==> src/rtl/mem_port_arbiter_if.sv <==
// Request/grant/read-return bundle between the fetch and data-memory requesters,
// the arbiter, and the single-port memory wrapper.
// Modports: slave = arbiter side, master = requesters plus memory side (datapath, bench).
interface mem_port_arbiter_if #(
   parameter int ADDR_W = 16,
   parameter int DATA_W = 16
);
   // instruction fetch port
   logic              if_req;
   logic [ADDR_W-1:0] if_addr;
   logic              if_gnt;
   logic              if_rvalid;
   logic [DATA_W-1:0] if_rdata;
   // data memory port
   logic              dm_req;
   logic              dm_we;
   logic [ADDR_W-1:0] dm_addr;
   logic [DATA_W-1:0] dm_wdata;
   logic              dm_gnt;
   logic              dm_rvalid;
   logic [DATA_W-1:0] dm_rdata;
   // memory wrapper side
   logic [ADDR_W-1:0] mem_addr;
   logic [DATA_W-1:0] mem_din;
   logic              mem_we;
   logic [DATA_W-1:0] mem_dout;

   modport slave (
      input  if_req, if_addr, dm_req, dm_we, dm_addr, dm_wdata, mem_dout,
      output if_gnt, if_rvalid, if_rdata, dm_gnt, dm_rvalid, dm_rdata,
             mem_addr, mem_din, mem_we
   );

   modport master (
      output if_req, if_addr, dm_req, dm_we, dm_addr, dm_wdata, mem_dout,
      input  if_gnt, if_rvalid, if_rdata, dm_gnt, dm_rvalid, dm_rdata,
             mem_addr, mem_din, mem_we
   );
endinterface

==> src/rtl/mem_port_arbiter.sv <==
// Purpose: shares one single-port memory between instruction fetch (IF) and data memory (DM).
// Latency: grant is combinational in the request cycle; read data returns the following cycle.
// Backpressure: a denied requester holds its request; IF wins after STARVE_MAX denied cycles.
// Ports: clk, rst_n (async active-low); bus (mem_port_arbiter_if.slave) carries both
// requester ports and the memory wrapper connection.
// Optional: define ARB_STATS_EN to add saturating grant counters if_grant_cnt / dm_grant_cnt.
module mem_port_arbiter #(
   parameter int ADDR_W     = 16,
   parameter int DATA_W     = 16,
   parameter int STARVE_MAX = 3
) (
   input  logic                  clk,
   input  logic                  rst_n,
`ifdef ARB_STATS_EN
   output logic [15:0]           if_grant_cnt,
   output logic [15:0]           dm_grant_cnt,
`endif
   mem_port_arbiter_if.slave     bus
);

   localparam int CNT_W = (STARVE_MAX < 1) ? 1 : $clog2(STARVE_MAX + 1);
   localparam logic [CNT_W-1:0] STARVE_LIM = CNT_W'(STARVE_MAX);

   typedef enum logic [1:0] {
      OWN_NONE  = 2'd0,
      OWN_IF    = 2'd1,
      OWN_DM_RD = 2'd2
   } owner_t;

   owner_t            owner;
   logic [CNT_W-1:0]  starve_cnt;
   logic [ADDR_W-1:0] last_addr;
   logic [DATA_W-1:0] if_hold;
   logic [DATA_W-1:0] dm_hold;
   logic              if_win;
   logic              dm_win;

   // Grants are gated by rst_n so nothing (in particular a write) reaches the
   // memory while reset is asserted.
   always_comb begin
      if_win = 1'b0;
      dm_win = 1'b0;
      if (rst_n) begin
         if (bus.if_req && bus.dm_req) begin
            if (starve_cnt == STARVE_LIM) if_win = 1'b1;
            else                          dm_win = 1'b1;
         end else if (bus.if_req) begin
            if_win = 1'b1;
         end else if (bus.dm_req) begin
            dm_win = 1'b1;
         end
      end
   end

   assign bus.if_gnt   = if_win;
   assign bus.dm_gnt   = dm_win;
   assign bus.mem_addr = if_win ? bus.if_addr : (dm_win ? bus.dm_addr : last_addr);
   assign bus.mem_din  = bus.dm_wdata;
   assign bus.mem_we   = dm_win & bus.dm_we;

   always_ff @(posedge clk or negedge rst_n) begin
      if (!rst_n) begin
         owner      <= OWN_NONE;
         starve_cnt <= '0;
         last_addr  <= '0;
         if_hold    <= '0;
         dm_hold    <= '0;
      end else begin
         // Remember who issued the read so the returning word goes to that port.
         if (if_win)                     owner <= OWN_IF;
         else if (dm_win && !bus.dm_we)  owner <= OWN_DM_RD;
         else                            owner <= OWN_NONE;

         if (bus.if_req && !if_win) begin
            if (starve_cnt != STARVE_LIM) starve_cnt <= starve_cnt + 1'b1;
         end else begin
            starve_cnt <= '0;
         end

         if (if_win || dm_win) last_addr <= bus.mem_addr;

         // Capture the returning word so each port keeps showing its last read.
         if (owner == OWN_IF)    if_hold <= bus.mem_dout;
         if (owner == OWN_DM_RD) dm_hold <= bus.mem_dout;
      end
   end

   // The memory output is already a registered read port, so in the return cycle
   // it is forwarded directly; afterwards the captured copy is shown.
   assign bus.if_rvalid = (owner == OWN_IF);
   assign bus.dm_rvalid = (owner == OWN_DM_RD);
   assign bus.if_rdata  = bus.if_rvalid ? bus.mem_dout : if_hold;
   assign bus.dm_rdata  = bus.dm_rvalid ? bus.mem_dout : dm_hold;

`ifdef ARB_STATS_EN
   always_ff @(posedge clk or negedge rst_n) begin
      if (!rst_n) begin
         if_grant_cnt <= '0;
         dm_grant_cnt <= '0;
      end else begin
         if (if_win && (if_grant_cnt != 16'hFFFF)) if_grant_cnt <= if_grant_cnt + 16'd1;
         if (dm_win && (dm_grant_cnt != 16'hFFFF)) dm_grant_cnt <= dm_grant_cnt + 16'd1;
      end
   end
`endif

endmodule
==> src/flat_wrapper.sv <==
// flat-port wrapper written by rule: the top's interface ports become plain ports
module mem_port_arbiter_flat 
#(
   parameter int ADDR_W     = 16,
   parameter int DATA_W     = 16,
   parameter int STARVE_MAX = 3
)
  (clk, rst_n, bus_if_req, bus_if_addr, bus_dm_req, bus_dm_we, bus_dm_addr, bus_dm_wdata, bus_mem_dout, bus_if_gnt, bus_if_rvalid, bus_if_rdata, bus_dm_gnt, bus_dm_rvalid, bus_dm_rdata, bus_mem_addr, bus_mem_din, bus_mem_we);
  mem_port_arbiter_if #(.ADDR_W(ADDR_W), .DATA_W(DATA_W)) bus_i ();
  input  logic clk;
  input  logic rst_n;
  input wire logic [$bits(bus_i.if_req)-1:0] bus_if_req;
  input wire logic [$bits(bus_i.if_addr)-1:0] bus_if_addr;
  input wire logic [$bits(bus_i.dm_req)-1:0] bus_dm_req;
  input wire logic [$bits(bus_i.dm_we)-1:0] bus_dm_we;
  input wire logic [$bits(bus_i.dm_addr)-1:0] bus_dm_addr;
  input wire logic [$bits(bus_i.dm_wdata)-1:0] bus_dm_wdata;
  input wire logic [$bits(bus_i.mem_dout)-1:0] bus_mem_dout;
  output wire logic [$bits(bus_i.if_gnt)-1:0] bus_if_gnt;
  output wire logic [$bits(bus_i.if_rvalid)-1:0] bus_if_rvalid;
  output wire logic [$bits(bus_i.if_rdata)-1:0] bus_if_rdata;
  output wire logic [$bits(bus_i.dm_gnt)-1:0] bus_dm_gnt;
  output wire logic [$bits(bus_i.dm_rvalid)-1:0] bus_dm_rvalid;
  output wire logic [$bits(bus_i.dm_rdata)-1:0] bus_dm_rdata;
  output wire logic [$bits(bus_i.mem_addr)-1:0] bus_mem_addr;
  output wire logic [$bits(bus_i.mem_din)-1:0] bus_mem_din;
  output wire logic [$bits(bus_i.mem_we)-1:0] bus_mem_we;
  assign bus_i.if_req = bus_if_req;
  assign bus_i.if_addr = bus_if_addr;
  assign bus_i.dm_req = bus_dm_req;
  assign bus_i.dm_we = bus_dm_we;
  assign bus_i.dm_addr = bus_dm_addr;
  assign bus_i.dm_wdata = bus_dm_wdata;
  assign bus_i.mem_dout = bus_mem_dout;
  assign bus_if_gnt = bus_i.if_gnt;
  assign bus_if_rvalid = bus_i.if_rvalid;
  assign bus_if_rdata = bus_i.if_rdata;
  assign bus_dm_gnt = bus_i.dm_gnt;
  assign bus_dm_rvalid = bus_i.dm_rvalid;
  assign bus_dm_rdata = bus_i.dm_rdata;
  assign bus_mem_addr = bus_i.mem_addr;
  assign bus_mem_din = bus_i.mem_din;
  assign bus_mem_we = bus_i.mem_we;
  mem_port_arbiter #(.ADDR_W(ADDR_W), .DATA_W(DATA_W), .STARVE_MAX(STARVE_MAX)) u_core (.clk(clk), .rst_n(rst_n), .bus(bus_i));
endmodule
==> config.mk <==
export PLATFORM = sky130hd
export DESIGN_NAME = mem_port_arbiter_flat
export DESIGN_NICKNAME = d
export VERILOG_FILES = /design/src/rtl/mem_port_arbiter_if.sv /design/src/rtl/mem_port_arbiter.sv /design/src/flat_wrapper.sv
export SDC_FILE = /design/constraint.sdc
export NUM_CORES = 1
export LEC_CHECK = 0
export BUFFER_PORTS_ARGS = -buffer_cell sky130_fd_sc_hd__buf_2
export CAP_MARGIN = 20
export CORE_ASPECT_RATIO = 0.7
export CORE_MARGIN = 10
export CORE_UTILIZATION = 40
export CTS_CLUSTER_DIAMETER = 150
export DETAILED_ROUTE_END_ITERATION = 10
export MAX_ROUTING_LAYER = met4
export PLACE_DENSITY = 0.74
export SLEW_MARGIN = 5
export SYNTH_ARGS = -nofsm -noshare
export SYNTH_HDL_FRONTEND = slang
export SYNTH_SLANG_ARGS = --single-unit
==> constraint.sdc <==
create_clock -name clk -period 1.8 [get_ports clk]
set_input_delay 0.45 -clock clk [delete_from_list [all_inputs] [get_ports clk]]
set_output_delay 0.45 -clock clk [all_outputs]
set_load 0.01 [all_outputs]
# After elaboration in Yosys (flattened, before gate mapping)
# Cells that the tools add are included.
[totals] output_inout_bits=69 regBits=52 in_bits=69
[op_classes] n_bitwise=1 reduce_logical=6 add_sub_neg=1 mux=17 eq_ne=5
[ops] op="two-way mux 16 bit" count=4
[ops] op="two-way mux 1 bit" count=9
[ops] op="two-way mux 2 bit" count=4
[ops] op="== test 2 bit (second input constant)" count=2
[ops] op="!= test 2 bit (second input constant)" count=2
[ops] op="logical AND 1 bit" count=3
[ops] op="adder 2 x 1 -> 2 bit (second input constant)" count=1
[ops] op="== test 2 x 1 -> 1 bit (second input constant)" count=1
[ops] op="logical NOT 1 bit" count=2
[ops] op="bitwise AND 1 bit" count=1
[ops] op="logical OR 1 bit" count=1

# Logic depth before layout (Yosys ltp)
[depth] depth_word=7 depth_mapped=5 depth_no_buf=4

# Worst setup path after synthesis
# OpenSTA, ideal clock, no wires.
[synth_timing] kind="register -> output" startpoint="register u_core.starve_cnt[0]" endpoint="output port bus_mem_addr[10]" stages_incl_launch_ff=6 slack_ps=34 arrival_time_ps=1316 cell_sequence="dfrtp_1 -> ha_1 -> inv_1 -> a21oi_4 -> buf_6 -> a221o_1"
[synth_rtl] element="from (decl)" line="mem_port_arbiter.sv:31" text="logic [CNT_W-1:0] starve_cnt;"
[synth_rtl] element="from (signal assigned)" line="mem_port_arbiter.sv:75" text="if (starve_cnt != STARVE_LIM) starve_cnt <= starve_cnt + 1'b1;"
[synth_rtl] element="== test 2 bit" line="mem_port_arbiter.sv:45" text="if (starve_cnt == STARVE_LIM) if_win = 1'b1;"
[synth_rtl] element="two-way mux 1 bit" line="mem_port_arbiter.sv:45"
[synth_rtl] element="two-way mux 1 bit" line="mem_port_arbiter.sv:44" text="if (bus.if_req && bus.dm_req) begin"
[synth_rtl] element="two-way mux 1 bit" line="mem_port_arbiter.sv:43" text="if (rst_n) begin"
[synth_rtl] element="named net bus_if_gnt" line="flat_wrapper.sv:19" text="output wire logic [$bits(bus_i.if_gnt)-1:0] bus_if_gnt;"
[synth_rtl] element="two-way mux 16 bit" line="mem_port_arbiter.sv:57" text="assign bus.mem_addr = if_win ? bus.if_addr : (dm_win ? bus.dm_addr : last_addr);"
[synth_rtl] element="to (decl)" line="flat_wrapper.sv:25" text="output wire logic [$bits(bus_i.mem_addr)-1:0] bus_mem_addr;"
# The timed path passes the listed nets, and every way through them passes these cells.

# Worst setup path in the final report
[layout_timing] startpoint="register u_core.starve_cnt[1]" endpoint="output port bus_mem_addr[2]"
[layout_between] elab_chain_cells=6
[layout_rtl] element="== test 2 bit (*)" line="mem_port_arbiter.sv:45"
[layout_rtl] element="two-way mux 1 bit" line="mem_port_arbiter.sv:45"
[layout_rtl] element="two-way mux 1 bit" line="mem_port_arbiter.sv:44"
[layout_rtl] element="two-way mux 1 bit" line="mem_port_arbiter.sv:43"
[layout_rtl] element="two-way mux 16 bit" line="mem_port_arbiter.sv:57"
[layout_rtl] element="two-way mux 16 bit (*)" line="mem_port_arbiter.sv:57"
# Mark *: on every way between the ends. The rest lies on a longest branch, timed or not.

==> impl_metrics.yaml <==
sta:
  slew_headroom_pct: 57.3
  grt_setup_unrepaired: "yes"
  hold_viol: 0
  finalMaxSlewViolations: 0
  max_slew.worst_pin.slew_ps: 641
  layout_min_cycle_time_ps: 2100
  setup_slack_ps: -296
  finalSetupTns_ps: -11370
  max_freq_ghz: 0.477
  holdWs_ps: 155
  post-route-period-util_pct: 116
  finalSetupViolCount: 50
  fin_worst_skew_ps: 8.10
routing:
  firstDrtPassIters: 4
  ant_nets: 0
  drt-initial-drc-count: 95
  via_count: 1913
  wl_microns: 7290
  viasPerCell: 5.21
  routedWlPerCell_microns: 19.9
  drc: 0
power:
  vdd_drop_max_mv: 0.483
  p_int_mw: 2.71
  power_density_nw_per_um2: 990
  power.total_mw: 3.70
  swShare_pct: 26.7
  power.leakage_nw: 1.88
  p_switching_mw: 0.990
  p_clk_share_pct: 23.4
  combPwrFrac_pct: 37.3
  seqPwrFrac_pct: 39.3
grt:
  grt_use_total_pct: 15.0
  grt_pass1_vias: 2088
  use_met2_pct: 22.1
  grt_pass1_wl_microns: 11500
  busiest_layer: "met2"
  grtUsageMet3_pct: 3.76
  antenna_found_initial: 0
  grt_max_degree: 51
  use_met1_pct: 20.0
  grt_overflow_total: 0
cells_and_area:
  final_cell_mix: "buf_2 (68), dfrtp_1 (51), buf_6 (44)"
  final_cells: 367
  layout_commonest_cell: "buf_2"
  final_nets: 361
  stdcell_area_sq_um: 3740
  area_delta_synth_final_pct: 52.5
  fin_util_pct: 64.0
  diodes: 0
  drive_above_1_share_pct: 68.5
logic_synthesis:
  synth.distinct_cells: 20
  netlist_area_sq_um: 2450
  syn_nets: 245
  synthCells: 175
  post_synth.cell_area_avg_sq_um: 14.0
  synth_top_family_by_area: "multiplexers"
  synth_compound_area_share_pct: 14.7
  ys_ff_latch: 52
  synth_top_area_share_pct: 53.0
  yosys_warnings: 0
  synthAdderAreaFrac_pct: 0.510
  seq_area_frac_synth_pct: 53.0
  yosys.area_share.simple_pct: 7.60
  synth-xor-area-share_pct: 0.357
  synth_largest_area_cell: "dfrtp_1"
  synthTopCellsByArea: "dfrtp_1 (53%), a221o_1 (13%), mux2_1 (8.3%)"
  synthMuxAreaShare_pct: 15.1
floorplan:
  dieArea_sq_um: 9720
  die_y_microns: 85.5
  core_sq_um: 5840
  num_rows: 23
  boundaryPins: 138
  die_x_microns: 114
  initial_core_util_pct: 42.0
worst_setup_path:
  worstPathMaxFanout: 14
  reg2reg_slack_ps: 170
  reg2regPathDepth: 7
  worstPathRequired_ps: 1350
  cp-end-kind: "primary output"
  crit_chain: "ha_4 -> inv_4 -> a21oi_4 -> buf_12 -> a221o_1 -> buf_2"
  worstSetupPathType: "reg2out"
  rr_startpoint: "u_core.starve_cnt[1]$_DFFE_PN0P_"
  critPathMaxStageDelay_ps: 420
  reg2reg_to: "u_core.last_addr[1]$_DFFE_PN0P_"
  cp-start-kind: "flip-flop"
  cp.arrival_ps: 1650
  slowest_stage: "dfrtp_1"
placement:
  postPlaceCellArea_sq_um: 3010
  gp_congestion: 0.748
  portBuffers: 105
  pre_cts_slack_ps: -272
  hpwl_microns: 4600
  dp_cells: 340
clock_network:
  htreeDepth: 2
  cts.path.max_buffers: 2
  cts_tree: "yes"
  clk_latency_ps: 300
  clk_pin_slew_ps: 100
  clock_sinks: 52
  cts_made_buffers: 5
  cts-root-buf: "clkbuf_8"
run:
  max_cap_violations: 0
outcome:
  outcome: "complete, but fails checks"
  violations: "negative setup slack"
min_path:
  min_path_type: "in2async"
## synthesized netlist by cell type
library cell  number
dfrtp_1           52
a221o_1           32
buf_4             18
mux2_1            18
mux2_2            14
and2_4            10
buf_2              5
and2_1             4
buf_6              4
and2_2             3
a21oi_4            2
inv_1              2
nand2_1            2
nor2b_1            2
nor3b_2            2
ha_1               1
mux2i_1            1
nand2b_1           1
o21ai_2            1
xor2_1             1
## logic make-up after synthesis
| logic type | count (synthesis) |
|---|---|
| AOI/OAI and AO/OA | 35 |
| xor gates and xnor gates | 1 |
| adders and majority gates | 1 |
| buffers and inverters | 29 |
| DFF | 52 |
| muxes | 33 |
| and+or+nand+nor | 24 |
## registers in the layout, summed over array words and instances (netlist names)
| register | count |
|---|---|
| u_core.dm_hold | 16 |
| u_core.starve_cnt | 2 |
| u_core.if_hold | 16 |
| u_core.last_addr | 16 |
| u_core.owner | 2 |
## routing by layer
metal  wire [microns]  share of wire (%)  vias to the layer above
met1             3430                 47                      960
met5                0                  0                        -
met2             3420                 47                       76
li1                 -                  -                      872
met4               64               0.88                        0
met3              370                5.1                        5
## power by group through the flow
| stage | Clock (mW) | Combinational, mW | Sequential [mW] |
|---|---|---|---|
| final | 0.867 | 1.38 | 1.46 |
| after global routing | 0.957 | 1.48 | 1.48 |
| after CTS | 0.893 | 1.35 | 1.45 |
| after detailed placement | 0 | 0.918 | 1.46 |
| after global placement | 0 | 0.899 | 1.45 |
| after floorplan | 0 | 0.560 | 1.44 |
## how the worst max path moves through the flow
stage / startpoint / end / slack, ps / cells past startpoint
3_3_place_gp: bus_if_req / bus_mem_addr[2] / -230 / 5
6_report: u_core.starve_cnt[1]$_DFFE_PN0P_ / bus_mem_addr[2] / -300 / 6
2_1_floorplan: u_core.starve_cnt[0]$_DFFE_PN0P_ / bus_mem_addr[10] / 30 / 5
5_1_grt: u_core.starve_cnt[1]$_DFFE_PN0P_ / bus_mem_addr[5] / -370 / 6
4_1_cts: u_core.starve_cnt[1]$_DFFE_PN0P_ / bus_mem_addr[8] / -310 / 6
3_5_place_dp: bus_if_req / bus_mem_addr[2] / -270 / 5
## cell type report
cell class,count,area (sq um)
Clock buffer,7,96.3
Clock inverter,1,30.0
Tap cell,75,93.8
Inverter,2,10.0
Sequential cell,52,1300
Multi-Input combinational cell,94,1100
Fill cell,439,2100
Timing Repair Buffer,136,1110
## critical path, delay by kind of cell, from the launching register on
family	cells	cell delay (ps)
compound gates	2	370
fa+ha+maj	1	200
buf+inv	3	360
flops	1	420
## what timing repair did
| action | CTS | global route |
|---|---|---|
| hold buffers | 0 | 0 |
| buffers inserted | 10 | 12 |
| cloned | 5 | 1 |
| setup endpoints to repair | 51 | 62 |
| resized for setup | 85 | 13 |
| pin swaps | 1 | 0 |
Note: power is estimated with default switching activity, not from simulation.
